`src/rtl/gv_pkg.sv`:
```
// Shared types and constants for the note lane sequencer.
package gv_pkg;

  typedef enum logic [1:0] {
    ST_IDLE  = 2'd0,
    ST_PLAY  = 2'd1,
    ST_DRAIN = 2'd2,
    ST_DONE  = 2'd3
  } state_t;

  localparam int unsigned LANE_W  = 39;
  localparam int unsigned HIT_BIT = 37;
  localparam int unsigned CNT_W   = 23;
  localparam int unsigned DRAIN_W = $clog2(LANE_W + 1);

  // Tempo select encodings: beat period is LIM_BASE times 4..7
  localparam logic [1:0] SPD_X4 = 2'd0;
  localparam logic [1:0] SPD_X5 = 2'd1;
  localparam logic [1:0] SPD_X6 = 2'd2;
  localparam logic [1:0] SPD_X7 = 2'd3;

endpackage

```
`src/rtl/beat_timer.sv`:
```
// Beat-phase counter: counts 0..lim-1 while enabled and pulses beat on the wrap.
module beat_timer
  import gv_pkg::*;
(
  input  logic             clk,
  input  logic             rst,
  input  logic             en,
  input  logic             clr,
  input  logic [CNT_W-1:0] lim,
  output logic [CNT_W-1:0] counter,
  output logic             beat
);

  always_ff @(posedge clk) begin
    if (rst || clr) begin
      counter <= '0;
      beat    <= 1'b0;
    end else if (en) begin
      if (counter == lim - CNT_W'(1)) begin
        counter <= '0;
        beat    <= 1'b1;
      end else begin
        counter <= counter + CNT_W'(1);
        beat    <= 1'b0;
      end
    end else begin
      beat <= 1'b0;
    end
  end

endmodule

```
`src/rtl/note_lane_sequencer.sv`:
```
// Steps a note chart into a scrolling lane register once per beat, then drains
// the lane empty before reporting the song as done.
module note_lane_sequencer
  import gv_pkg::*;
#(
  parameter  int unsigned LIM_BASE    = 836000,
  parameter  int unsigned CHART_DEPTH = 64,
  localparam int unsigned CHART_AW    = $clog2(CHART_DEPTH)
) (
  input  logic                clk,
  input  logic                rst,
  input  logic                start,
  input  logic                abort,
  input  logic                pause,
  input  logic [1:0]          speed_sel,
  input  logic                chart_note,
  output logic [CHART_AW-1:0] chart_addr,
  output logic [LANE_W-1:0]   padded_notes,
  output logic [CNT_W-1:0]    counter,
  output logic [CNT_W-1:0]    lim,
  output logic                beat,
  output logic                playing,
  output logic                song_done
);

  function automatic logic [CNT_W-1:0] lim_for(input logic [1:0] spd);
    int unsigned mult;
    case (spd)
      SPD_X5:  mult = 5;
      SPD_X6:  mult = 6;
      SPD_X7:  mult = 7;
      default: mult = 4;
    endcase
    return CNT_W'(LIM_BASE * mult);
  endfunction

  state_t             state, next_state;
  logic [DRAIN_W-1:0] drain_cnt;
  logic               start_ok_c, tmr_en_c, tmr_clr_c, wrap_c;
  logic               drain_done_c, last_entry_c, shift_in_c;

  assign drain_done_c = (drain_cnt == DRAIN_W'(LANE_W));
  assign last_entry_c = (chart_addr == CHART_AW'(CHART_DEPTH - 1));
  assign start_ok_c   = start && !abort && !pause &&
                        ((state == ST_IDLE) || (state == ST_DONE));
  // Timer stops once the last drain beat has been issued so no 40th shift occurs
  assign tmr_en_c     = !abort && !pause &&
                        ((state == ST_PLAY) || ((state == ST_DRAIN) && !drain_done_c));
  assign wrap_c       = tmr_en_c && (counter == lim - CNT_W'(1));
  assign shift_in_c   = (state == ST_PLAY) ? chart_note : 1'b0;

  always_ff @(posedge clk) begin
    if (rst) state <= ST_IDLE;
    else     state <= next_state;
  end

  always_comb begin
    next_state = state;
    tmr_clr_c  = 1'b0;
    if (abort) begin
      next_state = ST_IDLE;
    end else begin
      case (state)
        ST_IDLE, ST_DONE: if (start_ok_c) next_state = ST_PLAY;
        ST_PLAY:          if (wrap_c && last_entry_c) next_state = ST_DRAIN;
        ST_DRAIN:         if (drain_done_c && !pause) next_state = ST_DONE;
        default:          next_state = ST_IDLE;
      endcase
    end
    tmr_clr_c = start_ok_c || (next_state == ST_IDLE) || (next_state == ST_DONE);
  end

  // Lane, chart pointer, drain count and tempo latch
  always_ff @(posedge clk) begin
    if (rst) begin
      chart_addr   <= '0;
      padded_notes <= '0;
      drain_cnt    <= '0;
      lim          <= lim_for(SPD_X4);
      playing      <= 1'b0;
      song_done    <= 1'b0;
    end else begin
      playing   <= (next_state == ST_PLAY) || (next_state == ST_DRAIN);
      song_done <= (next_state == ST_DONE);
      if (abort) begin
        chart_addr   <= '0;
        padded_notes <= '0;
        drain_cnt    <= '0;
      end else if (start_ok_c) begin
        chart_addr   <= '0;
        padded_notes <= '0;
        drain_cnt    <= '0;
        lim          <= lim_for(speed_sel);
      end else if (wrap_c) begin
        padded_notes <= {padded_notes[HIT_BIT:0], shift_in_c};
        if ((state == ST_PLAY) && !last_entry_c) chart_addr <= chart_addr + CHART_AW'(1);
        if (state == ST_DRAIN) drain_cnt <= drain_cnt + DRAIN_W'(1);
      end
    end
  end

  beat_timer u_beat_timer (
    .clk     (clk),
    .rst     (rst),
    .en      (tmr_en_c),
    .clr     (tmr_clr_c),
    .lim     (lim),
    .counter (counter),
    .beat    (beat)
  );

endmodule

```
`config.mk`:
```
export PLATFORM = sky130hd
export DESIGN_NAME = note_lane_sequencer
export DESIGN_NICKNAME = d
export VERILOG_FILES = /design/src/rtl/gv_pkg.sv /design/src/rtl/beat_timer.sv /design/src/rtl/note_lane_sequencer.sv
export SDC_FILE = /design/constraint.sdc
export NUM_CORES = 1
export LEC_CHECK = 0
export CAP_MARGIN = 20
export CORE_UTILIZATION = 45
export CTS_CLUSTER_SIZE = 8
export DETAILED_ROUTE_END_ITERATION = 10
export GPL_ROUTABILITY_DRIVEN = 1
export GPL_TIMING_DRIVEN = 0
export PLACE_DENSITY = 0.76
export SYNTH_ARGS = -nofsm -noshare
export SYNTH_HDL_FRONTEND = slang
export SYNTH_SLANG_ARGS = --single-unit
```
`constraint.sdc`:
```
create_clock -name clk -period 3.9 [get_ports clk]
set_clock_uncertainty 0.2 [all_clocks]
set_input_delay 0.78 -clock clk [delete_from_list [all_inputs] [get_ports clk]]
set_output_delay 0.78 -clock clk [all_outputs]
set_load 0.1 [all_outputs]
```
==> results of run 1 <==
power by group through the flow:
stage          clock network [mW]  registers, mW  logic [mW]
6_report                    0.658          0.942       0.240
3_3_place_gp                    0          0.964       0.205
2_1_floorplan                   0           1.00       0.123
5_1_grt                     0.707          0.943       0.253
4_1_cts                     0.666          0.942       0.228
3_5_place_dp                    0          0.963       0.209
worst paths after layout:
kind,startpoint,to,slack [ps],cells after the start
max,lim[7]$_SDFFE_PP1P_,u_beat_timer.counter[20]$_SDFFE_PP0P_,-150,13
min,padded_notes[17]$_SDFFE_PP0P_,padded_notes[18]$_SDFFE_PP0P_,260,2
max reg2reg,lim[7]$_SDFFE_PP1P_,u_beat_timer.counter[20]$_SDFFE_PP0P_,-150,13
min reg2reg,padded_notes[17]$_SDFFE_PP0P_,padded_notes[18]$_SDFFE_PP0P_,260,2
cell families after synthesis:
group                    Yosys count  share of synthesized area, %
adder cells (fa/ha/maj)           15                          4.15
buffers and inverters             54                          5.76
multiplexers                       2                         0.443
other                              1                        0.0829
AND/OR/NAND/NOR                  261                          28.8
AO/OA/AOI/OAI                     85                          11.0
flip-flops                        91                          40.3
XOR/XNOR                          49                          9.49
routing by layer:
layer / wire [um] / share of wire, %
met1: 5690 / 46
met2: 6050 / 49
met3: 457 / 3.7
met4: 131 / 1.1
met5: 0 / 0
final cells by class:
| cell class | instances | area, sq um |
|---|---|---|
| fill | 865 | 3460 |
| multi-input combinational | 417 | 2660 |
| sequential | 91 | 1840 |
| timing repair buffer | 118 | 1160 |
| buffer | 36 | 231 |
| tap | 133 | 166 |
| clock buffer | 10 | 128 |
| clock inverter | 6 | 76.3 |
| inverter | 15 | 56.3 |
placed cells by master (no fill, tap or decap), types with 7 or more instances in the layout:
cell type        count
clkbuf_1            21
ha_1                13
nand3_1             18
clkbuf_8            10
and3_1              11
a21oi_1             53
nand4_1             16
o21ai_0              7
buf_4               30
nor2_1              24
dfxtp_1             84
xor2_1              18
xnor2_1             29
nand2_1            111
inv_1               13
nor2_4              14
clkdlybuf4s50_1     94
sequential cells by signal, indices dropped and copies added (netlist names):
register              count
padded_notes             39
u_beat_timer.counter     23
lim                      12
chart_addr                6
drain_cnt                 6
state                     2
playing                   1
song_done                 1
u_beat_timer.beat         1
stage by stage:
stage               instances  hold slack (ps)  worst slack (ps)  cell area (sq um)
finish                    826              264              -153               6310
global route              826              270              -257               6310
CTS                       823              266              -247               6170
detailed placement        790              252              -643               5720
global placement          790              241              -586               5720
floorplan                 562              244              -271               4600
worst reg2reg max path, cell delays in order (launching register included):
cell and delay [ps]:
dfxtp_4 360, or4_4 530, or3_4 360, xnor2_2 120
nand4_1 100, or3b_4 390, or4b_4 550, o21ai_4 160
inv_2 60, ha_4 150, or4_4 520, nand2b_4 220
clkbuf_16 200, nor2_4 80
repair_timing:
item	CTS	global route
gates cloned	2	0
gates resized for setup	27	31
setup endpoints to repair	54	54
hold buffers	0	0
setup buffers	17	4
pin swaps	33	13
==> impl_summary.txt, run 1 <==
----------------------------------------------------
[Synthesis]
  Sequential fraction of the synthesis area ... 40.3%
  Instance count of the mapped netlist ... 558
  Summed instance area of the synthesized netlist ... 0.00452 sq mm
  Post-synthesis cell type with the largest combined area ... dfxtp_1
  Async S/R FF share, synth ... 0%
  Number of enable-type register cells in the synthesized netlist ... 0
  Post-Synthesis Mean Instance Area ... 8.10 sq um
  Portion of synthesized cell area occupied by the leading cell type ... 40.3%
  Flip-flop and latch count after synthesis ... 91
  Unique masters post-synth ... 54
  Most frequent cells after synthesis ... nand2_1, dfxtp_1, a21oi_1
  Most numerous cell in the Yosys netlist ... nand2_1
  Cell types with the largest area share after synthesis ... dfxtp_1, nand2_1, xnor2_1
  Count of synthesis-stage warnings from yosys ... 0
  Main synth FF type ... dfxtp_1

[Hold path]
  HP Class ... flip-flop to flip-flop

[GRT]
  Antenna violations before repair ... 0
  Met1 Usage GRT ... 31.3%
  Via count of the first global-routing pass ... 4000
  Total routing usage reported by global routing ... 23.2%
  GRT met3 Usage ... 3.90%
  Global-route wire length before repair ... 19000 um
  Pin count of the biggest net entering global routing ... 17
  GRT Max-Usage Layer ... met2
  Met2 routing resource usage after global routing ... 37.8%
  Final global-route overflow total ... 0

[Placement]
  Gp weighted congestion ... 0.937
  Half-perimeter wire length after placement ... 8770 um
  Total of buffers placed on input and output ports ... 95

[Die]
  Area of the placeable core ... 0.00977 sq mm
  Die Height ... 102 um
  Die Footprint ... 0.0105 sq mm
  I/O pin cnt ... 102
  Effective utilization at floorplan ... 46.3%
  Row count ... 36
  Die W ... 102 um

[Critical path]
  Cell chain of the critical path ... or4_4 > or3_4 > xnor2_2 > nand4_1 > or3b_4 > or4b_4 > o21ai_4 > inv_2 > ha_4 > or4_4 > nand2b_4 > clkbuf_16 > nor2_4
  Kind of critical path ... flip-flop to flip-flop
  Top cell family by delay on the critical path ... simple AND/OR/NAND/NOR gates
  Delay of the slowest cell on the worst path ... 550 ps
  Crit start category ... flip-flop
  Buffers & Inverters on Critical Path ... 2
  Required time worst endpoint ... 4000 ps
  Most frequent cell on the critical path ... or4_4
  Critical-path cell with the highest stage delay ... or4b_4
  Maximum fanout encountered on the critical timing path ... 5
  Data arrival time of the critical path ... 4160 ps
  Endpoint class of the critical path ... flip-flop

[CTS]
  Count of clock tree sinks ... 91
  Clock latency of the later-clocked register in the worst-skew pair ... 360 ps
  Clock transition time at the flip-flop clock pins of the worst setup and hold paths ... 100 ps
  H-tree Lvls ... 3
  Root Buffer Master ... clkbuf_8
  Clock tree buffer depth ... 2
  Cts bufs inserted ... 9
  CTS tree ... built

[Power]
  Cell internal power dissipation ... 1.31 mW
  Switching power ... 0.527 mW
  Sequential share of power ... 51.2%
  Clock power frac ... 35.7%
  Sw Share ... 28.6%
  PD cells ... 292 mW/mm^2
  Total power consumption of the routed design ... 1.84 mW
  Leakage ... 2.18 nW
  IR drop worst, VDD ... 170 uV
  Proportion of power drawn by combinational gates ... 13.1%

[Route]
  Routed len/inst ... 14.9 um
  Final antenna-violating net count ... 0
  DR iter-0 viols ... 158
  Total DRC errors in the routed layout ... 0
  Routed via count divided by cell count ... 5.31
  First-pass iteration count of the detailed router ... 4
  Via count ... 4383
  Final routed wirelength across all metal layers ... 12300 um

[Job]
  Maximum Capacitance Violations ... 0

[STA]
  Final critical-path share of the clock period ... 104%
  Minimum period implied by the final worst setup slack ... 4050 ps
  Final number of hold-violating endpoints ... 0
  Slack of the critical path ... -153 ps
  Headroom to the max-slew limit ... 30.9%
  Maximum operating frequency ... 0.247 GHz
  Unrepaired setup endpoints after global routing ... yes
  Total setup violations reported at the end of the flow ... 23
  Post-route setup TNS ... -2630 ps
  Number of pins with negative max-slew slack in the final report ... 0
  Measured slew at the worst slew-check pin ... 1030 ps

[Layout]
  Fin util ... 64.6%
  Fraction of final layout cells sized beyond drive strength 1 ... 15.4%
  Post-layout net count ... 711
  Final antenna diode count ... 0
  Area added between synthesis and finish ... 39.6%

[Outcome]
  Run status ... finished, violations left
  Failing checks ... setup timing

----------------------------------------------------
Note: power is estimated with default switching activity, not from simulation.
==> run 2, diff against run 1 <==
ABC_AREA = 1   (was default)
GPL_TIMING_DRIVEN = default   (was 0)
PLACE_DENSITY = 0.75   (was 0.76)
==> run 2 against run 1 <==
  * Setup slack better by 530 ps
  * The run now ends clean
  * Design area shrank 5.3%
  * Largest cell class unchanged
  * Critical path type unchanged
  * Final cell count rose by 11%
  * Sequential power is 1% higher
  * Clock power grew 4.7%
  * Sequential cell count unchanged
  * Fmax rose by 15%
  * Register-to-register slack better by 530 ps
  * Highest routed layer unchanged
  * Global-route usage down 0.33 points
==> impl_summary.txt, run 2 <==
----------------------------------------------------
[Synthesis]
  Flip-flop and latch count after synthesis ... 91 (unchanged)
  Post-synthesis cell type with the largest combined area ... dfxtp_1 (unchanged)
  Sequential fraction of the synthesis area ... 38.2% (was 40.3%)
  Most frequent cells after synthesis ... nor2_1, nand2_1, dfxtp_1 (was nand2_1, dfxtp_1, a21oi_1)
  Main synth FF type ... dfxtp_1 (unchanged)
  Summed instance area of the synthesized netlist ... 0.00477 sq mm (was 0.00452 sq mm)
  Most numerous cell in the Yosys netlist ... nor2_1 (was nand2_1)
  Portion of synthesized cell area occupied by the leading cell type ... 38.2% (was 40.3%)
  Post-Synthesis Mean Instance Area ... 6.90 sq um (was 8.10 sq um)
  Instance count of the mapped netlist ... 691 (was 558)
  Number of enable-type register cells in the synthesized netlist ... 0 (unchanged)
  Async S/R FF share, synth ... 0% (unchanged)
  Count of synthesis-stage warnings from yosys ... 0 (unchanged)
  Cell types with the largest area share after synthesis ... dfxtp_1, nor2_1, nand2_1 (was dfxtp_1, nand2_1, xnor2_1)
  Unique masters post-synth ... 34 (was 54)

[Die]
  Die W ... 105 um (was 102 um)
  Die Footprint ... 0.0110 sq mm (was 0.0105 sq mm)
  Row count ... 37 (was 36)
  Die Height ... 105 um (was 102 um)
  I/O pin cnt ... 102 (unchanged)
  Area of the placeable core ... 0.0103 sq mm (was 0.00977 sq mm)
  Effective utilization at floorplan ... 46.2% (was 46.3%)

[CTS]
  Clock tree buffer depth ... 2 (unchanged)
  H-tree Lvls ... 3 (unchanged)
  Clock latency of the later-clocked register in the worst-skew pair ... 370 ps (was 360 ps)
  Clock transition time at the flip-flop clock pins of the worst setup and hold paths ... 100 ps (about the same)
  CTS tree ... built (unchanged)
  Count of clock tree sinks ... 91 (unchanged)
  Post-CTS Setup Repair Bufs ... 0 (was 17)
  Post-CTS Resized ... 0 (was 27)
  Root Buffer Master ... clkbuf_8 (unchanged)
  Post-CTS Hold Fix Bufs ... 0 (unchanged)
  Cts bufs inserted ... 9 (unchanged)

[Critical path]
  Number of cells on the worst reg-to-reg path ... 24 (was 13)
  Delay of the slowest cell on the worst path ... 510 ps (was 550 ps)
  Crit start category ... flip-flop (unchanged)
  Kind of critical path ... flip-flop to flip-flop (unchanged)
  Critical-path cell with the highest stage delay ... dfxtp_1 (was or4b_4)
  Most frequent cell on the critical path ... nand2_1 (was or4_4)
  Cell chain of the critical path ... inv_1 > ha_1 > nand2_1 > inv_1 > nor2_1 > nand2_1 > nor2_1 > nand3_1 > nor2_1 > nand2_1 > nor2_2 > nand4_1 > nand3_1 > nand2_1 > nand2_1 > inv_1 > ha_1 > nor3_1 > nand2_1 > inv_1 > nand2_1 > inv_1 > o21ai_0 > a21oi_1 (was or4_4 > or3_4 > xnor2_2 > nand4_1 > or3b_4 > or4b_4 > o21ai_4 > inv_2 > ha_4 > or4_4 > nand2b_4 > clkbuf_16 > nor2_4)
  FF-to-FF setup slack ... 380 ps (was -150 ps)
  Reg-to-Reg End ... u_beat_timer.counter[16]$_SDFFE_PP0P_ (was u_beat_timer.counter[20]$_SDFFE_PP0P_)
  Required time worst endpoint ... 4000 ps (about the same)
  Reg-to-reg startpoint ... lim[8]$_SDFFE_PP0P_ (was lim[7]$_SDFFE_PP1P_)
  Data arrival time of the critical path ... 3620 ps (was 4160 ps)
  Maximum fanout encountered on the critical timing path ... 7 (was 5)
  Endpoint class of the critical path ... flip-flop (unchanged)

[Placement]
  Post-place setup slack ... 368 ps (was -643 ps)
  Gp weighted congestion ... 0.908 (was 0.937)
  Half-perimeter wire length after placement ... 9050 um (was 8770 um)
  Total of buffers placed on input and output ports ... 96 (was 95)

[Route]
  Total DRC errors in the routed layout ... 0 (unchanged)
  Final antenna-violating net count ... 0 (unchanged)
  Final routed wirelength across all metal layers ... 12300 um (about the same)
  Routed len/inst ... 13.4 um (was 14.9 um)
  DR iter-0 viols ... 194 (was 158)
  Routed via count divided by cell count ... 5.12 (was 5.31)
  First-pass iteration count of the detailed router ... 5 (was 4)
  Via count ... 4714 (was 4383)

[GRT]
  Antenna violations before repair ... 0 (unchanged)
  Via count of the first global-routing pass ... 4512 (was 4000)
  Global-route wire length before repair ... 20700 um (was 19000 um)
  Final global-route overflow total ... 0 (unchanged)
  Pin count of the biggest net entering global routing ... 42 (was 17)
  Total routing usage reported by global routing ... 22.9% (was 23.2%)

[Layout]
  Highest-count cells in the layout ignoring fill and taps ... nor2_1, nand2_1, dfxtp_1, clkdlybuf4s50_1, inv_1 (was nand2_1, clkdlybuf4s50_1, dfxtp_1, a21oi_1, buf_4)
  Top register by number of flip-flops ... padded_notes (unchanged)
  Final antenna diode count ... 0 (unchanged)
  Post-layout net count ... 802 (was 711)
  Most common cell after layout, fill and taps aside ... nor2_1 (was nand2_1)
  Flip-flop count of the largest register, all copies and words added ... 39 (unchanged)
  Fraction of final layout cells sized beyond drive strength 1 ... 7.40% (was 15.4%)
  Area added between synthesis and finish ... 25.4% (was 39.6%)
  Largest registers ... padded_notes x39, u_beat_timer.counter x23, lim x12 (unchanged)
  Fillcell total ... 973 (was 865)

[STA]
  Final critical-path share of the clock period ... 90.2% (was 104%)
  Minimum period implied by the final worst setup slack ... 3520 ps (was 4050 ps)
  Headroom to the max-slew limit ... 32.9% (was 30.9%)
  Slack of the critical path ... 382 ps (was -153 ps)
  Measured slew at the worst slew-check pin ... 1000 ps (was 1030 ps)
  Number of pins with negative max-slew slack in the final report ... 0 (unchanged)
  Unrepaired setup endpoints after global routing ... no (was yes)
  Total setup violations reported at the end of the flow ... 0 (was 23)
  Final number of hold-violating endpoints ... 0 (unchanged)
  Post-route setup TNS ... 0 ps (was -2630 ps)
  Maximum operating frequency ... 0.284 GHz (was 0.247 GHz)

[Job]
  Maximum Capacitance Violations ... 0 (unchanged)

[Outcome]
  Run status ... completed (was finished, violations left)

[Hold path]
  Startpoint of the worst hold path ... padded_notes[0]$_SDFFE_PP0P_ (was padded_notes[17]$_SDFFE_PP0P_)
  HP Class ... flip-flop to flip-flop (unchanged)
  Cells on Worst Hold Path ... 2 (unchanged)
  Min-Delay Endpoint ... padded_notes[0]$_SDFFE_PP0P_ (was padded_notes[18]$_SDFFE_PP0P_)

[Power]
  IR drop worst, VDD ... 187 uV (was 170 uV)
  Leakage ... 2.60 nW (was 2.18 nW)
  Total power consumption of the routed design ... 1.89 mW (was 1.84 mW)
  PD cells ... 317 mW/mm^2 (was 292 mW/mm^2)

----------------------------------------------------
## run 2: cells by family after synthesis
family                     after synthesis  share of synthesized area [%]
buffers and inverters                   99                           9.21
and+or+nand+nor                        360                           32.9
DFF                                     91                           38.2
xor gates and xnor gates                24                           4.41
AOI/OAI and AO/OA                      101                           11.3
adders and majority gates               15                           3.93
other                                    1                         0.0786
## run 2: worst max path at each step
| stage | from | end | slack, ps | cells past startpoint |
|---|---|---|---|---|
| 4_1_cts | lim[14]$_SDFFE_PP0P_ | u_beat_timer.counter[16]$_SDFFE_PP0P_ | 350 | 24 |
| 5_1_grt | lim[8]$_SDFFE_PP0P_ | u_beat_timer.counter[16]$_SDFFE_PP0P_ | 4 | 24 |
| 6_report | lim[8]$_SDFFE_PP0P_ | u_beat_timer.counter[16]$_SDFFE_PP0P_ | 380 | 24 |
| 3_3_place_gp | abort | u_beat_timer.counter[16]$_SDFFE_PP0P_ | 470 | 19 |
| 2_1_floorplan | lim[8]$_SDFFE_PP0P_ | u_beat_timer.counter[15]$_SDFFE_PP0P_ | 60 | 23 |
| 3_5_place_dp | abort | u_beat_timer.counter[16]$_SDFFE_PP0P_ | 370 | 19 |
## run 2: power breakdown
| part | switching, mW | total (mW) | internal [mW] |
|---|---|---|---|
| registers | 0.0148 | 0.952 | 0.937 |
| clock network | 0.381 | 0.689 | 0.308 |
| logic | 0.190 | 0.253 | 0.0629 |
| total | 0.586 | 1.89 | 1.31 |
## run 2: worst max-delay path: cells and delay by family, from the launching register on
kind            cells  cell delay [ps]
fa+ha+maj           2              520
compound gates      2              250
flops               1              510
buf+inv             5              510
simple gates       15             1440
## run 2: layout make-up
class	instances	area (sq um)	area share [%]
multi-input combinational	505	2520	42.2
tap	136	170	2.84
inverter	67	251	4.20
clock inverter	7	85.1	1.42
clock buffer	9	124	2.07
timing repair buffer	105	1000	16.8
sequential	91	1820	30.5
## run 2: metrics by stage
step                      std cells  hold slack [ps]  utilization (%)  instance area, sq um
after floorplan                 695              265                -                  4790
after global placement          904              276             55.9                  5770
after detailed placement        904              291             55.9                  5770
after CTS                       920              307             57.9                  5980
after global routing            920              328             57.9                  5980
final                           920              302             57.9                  5980
## run 2: per-layer routing
metal	global-route usage (%)	part of all wire, %
met1	27.7	43
met2	39.5	48
met3	4.80	6.8
met4	8.65	2.3
met5	0	0
==> run 3, diff against run 2 <==
GPL_ROUTABILITY_DRIVEN = 0   (was 1)
==> run 3 against run 2 <==
  * Routed wire length grew 3.1%
  * Core utilization shrank 0.12 points
  * Highest routed layer unchanged
  * Clock power shrank 7.7%
  * Total power shrank 2.7%
  * Design area shrank 0.21%
  * Global-route usage grew 0.63 points
  * First-iteration DRC count shrank 21%
  * Sequential cell count is the same
  * Final cell count is the same
  * Register-to-register slack lost 30 ps
  * Combinational power is essentially flat
  * Largest cell class unchanged
  * Critical endpoint unchanged
==> impl_summary.txt, run 3 (synthesis gave the netlist of run 2 again) <==
----------------------------------------------------
[Outcome]
  Run status ... completed (unchanged)

[Route]
  Final antenna-violating net count ... 0 (unchanged)
  Final routed wirelength across all metal layers ... 12700 um (was 12300 um)
  Via count ... 4714 (unchanged)
  First-pass iteration count of the detailed router ... 4 (was 5)
  Routed len/inst ... 13.8 um (was 13.4 um)
  Total DRC errors in the routed layout ... 0 (unchanged)
  Routed via count divided by cell count ... 5.12 (unchanged)
  DR iter-0 viols ... 154 (was 194)

[CTS]
  CTS tree ... built (unchanged)
  Post-CTS Setup Repair Bufs ... 0 (unchanged)
  Clock tree buffer depth ... 2 (unchanged)
  Post-CTS Hold Fix Bufs ... 0 (unchanged)
  Root Buffer Master ... clkbuf_8 (unchanged)
  Post-CTS Resized ... 0 (unchanged)
  Clock latency of the later-clocked register in the worst-skew pair ... 380 ps (was 370 ps)
  H-tree Lvls ... 3 (unchanged)
  Cts bufs inserted ... 9 (unchanged)
  Count of clock tree sinks ... 91 (unchanged)
  Clock transition time at the flip-flop clock pins of the worst setup and hold paths ... 110 ps (was 100 ps)

[Critical path]
  Maximum fanout encountered on the critical timing path ... 8 (was 7)
  Required time worst endpoint ... 4000 ps (about the same)
  Cell chain of the critical path ... inv_2 > ha_1 > nand2_1 > inv_1 > nor2_1 > nand2_1 > nor2_1 > nand3_1 > nor2_1 > nand2_1 > nor2_2 > nand4_1 > nand3_1 > nand2_1 > nand2_1 > inv_1 > ha_1 > nor3_1 > nand2_1 > inv_1 > nand2_1 > inv_1 > o21ai_0 > a21oi_1 (was inv_1 > ha_1 > nand2_1 > inv_1 > nor2_1 > nand2_1 > nor2_1 > nand3_1 > nor2_1 > nand2_1 > nor2_2 > nand4_1 > nand3_1 > nand2_1 > nand2_1 > inv_1 > ha_1 > nor3_1 > nand2_1 > inv_1 > nand2_1 > inv_1 > o21ai_0 > a21oi_1)
  Crit start category ... flip-flop (unchanged)
  Endpoint class of the critical path ... flip-flop (unchanged)
  Data arrival time of the critical path ... 3650 ps (was 3620 ps)
  Most frequent cell on the critical path ... nand2_1 (unchanged)
  Kind of critical path ... flip-flop to flip-flop (unchanged)
  Delay of the slowest cell on the worst path ... 450 ps (was 510 ps)
  Critical-path cell with the highest stage delay ... dfxtp_2 (was dfxtp_1)

[STA]
  Minimum period implied by the final worst setup slack ... 3550 ps (was 3520 ps)
  Post-route setup TNS ... 0 ps (unchanged)
  Final number of hold-violating endpoints ... 0 (unchanged)
  Headroom to the max-slew limit ... 33.3% (was 32.9%)
  Unrepaired setup endpoints after global routing ... no (unchanged)
  Number of pins with negative max-slew slack in the final report ... 0 (unchanged)
  Total setup violations reported at the end of the flow ... 0 (unchanged)
  Measured slew at the worst slew-check pin ... 998 ps (was 1000 ps)
  Maximum operating frequency ... 0.282 GHz (was 0.284 GHz)
  Final critical-path share of the clock period ... 91.0% (was 90.2%)

[GRT]
  Final global-route overflow total ... 0 (unchanged)
  Pin count of the biggest net entering global routing ... 42 (unchanged)
  Via count of the first global-routing pass ... 4472 (was 4512)
  Antenna violations before repair ... 0 (unchanged)
  Total routing usage reported by global routing ... 23.5% (was 22.9%)
  Global-route wire length before repair ... 21100 um (was 20700 um)

[Power]
  Leakage ... 2.59 nW (was 2.60 nW)
  IR drop worst, VDD ... 198 uV (was 187 uV)
  PD cells ... 309 mW/mm^2 (was 317 mW/mm^2)

[Placement]
  Half-perimeter wire length after placement ... 9320 um (was 9050 um)
  Total of buffers placed on input and output ports ... 96 (unchanged)
  Placed cell areas ... 0.00577 sq mm (unchanged)

[Layout]
  Area added between synthesis and finish ... 25.1% (was 25.4%)
  Fraction of final layout cells sized beyond drive strength 1 ... 7.53% (was 7.40%)
  Fillcell total ... 967 (was 973)
  Post-layout instance area ... 0.00597 sq mm (was 0.00598 sq mm)
  Final antenna diode count ... 0 (unchanged)
  Post-layout net count ... 802 (unchanged)
  Most common cell after layout, fill and taps aside ... nor2_1 (unchanged)
  Largest registers ... padded_notes x39, u_beat_timer.counter x23, lim x12 (unchanged)
  Highest-count cells in the layout ignoring fill and taps ... nor2_1, nand2_1, dfxtp_1, clkdlybuf4s50_1, inv_1 (unchanged)
  Top register by number of flip-flops ... padded_notes (unchanged)
  Flip-flop count of the largest register, all copies and words added ... 39 (unchanged)

[Die]
  I/O pin cnt ... 102 (unchanged)
  Die Footprint ... 0.0110 sq mm (unchanged)
  Die Height ... 105 um (unchanged)
  Effective utilization at floorplan ... 46.2% (unchanged)
  Row count ... 37 (unchanged)
  Die W ... 105 um (unchanged)
  Area of the placeable core ... 0.0103 sq mm (unchanged)

[Hold path]
  HP Class ... flip-flop to flip-flop (unchanged)

[Job]
  Maximum Capacitance Violations ... 0 (unchanged)

----------------------------------------------------
-- run 3: final timing paths --
| path | start | end | depth (start not counted) | slack, ps |
|---|---|---|---|---|
| worst max-delay path | lim[14]$_SDFFE_PP0P_ | u_beat_timer.counter[16]$_SDFFE_PP0P_ | 24 | 350 |
| worst min-delay path | padded_notes[25]$_SDFFE_PP0P_ | padded_notes[26]$_SDFFE_PP0P_ | 2 | 300 |
| worst max register to register | lim[14]$_SDFFE_PP0P_ | u_beat_timer.counter[16]$_SDFFE_PP0P_ | 24 | 350 |
| worst min register to register | padded_notes[25]$_SDFFE_PP0P_ | padded_notes[26]$_SDFFE_PP0P_ | 2 | 300 |
-- run 3: area by class of cell --
type	instances	area [sq um]	area share, %
Clock buffer	9	124	2.08
Timing Repair Buffer	105	1000	16.8
Clock inverter	7	71.3	1.19
Sequential cell	91	1820	30.6
Tap cell	136	170	2.85
Inverter	67	251	4.21
Multi-Input combinational cell	505	2520	42.3
-- run 3: layer usage --
layer | track usage [%] | routed length [um] | up-vias
li1 | - | - | 2390
met1 | 28.2 | 5550 | 2161
met2 | 41.5 | 6250 | 148
met3 | 4.55 | 722 | 15
met4 | 8.55 | 152 | 0
met5 | 0 | 0 | -
-- run 3: where the power goes --
part | switching [mW] | leakage (nW) | internal, mW
combinational | 0.192 | 1.76 | 0.0628
clock | 0.386 | 0.0926 | 0.249
sequential | 0.0153 | 0.735 | 0.937
total | 0.593 | 2.59 | 1.25
-- run 3: worst max-delay path, delay by kind of cell (launching register included) --
family	cells	cell delay, ps
AOI/OAI and AO/OA	2	250
adders and majority gates	2	520
DFF	1	450
buffers and inverters	5	500
and+or+nand+nor	15	1540
-- run 3: per-stage QoR --
| stage | power, mW | std cells | setup WS, ps | hold WS (ps) | util, % |
|---|---|---|---|---|---|
| after CTS | 1.85 | 920 | 312 | 304 | 57.8 |
| after detailed placement | 1.23 | 904 | 328 | 288 | 55.9 |
| after global routing | 1.91 | 920 | 92.1 | 335 | 57.8 |
| after global placement | 1.22 | 904 | 454 | 275 | 55.9 |
| after floorplan | 1.17 | 695 | 64.6 | 265 | - |
| final | 1.84 | 920 | 350 | 301 | 57.8 |
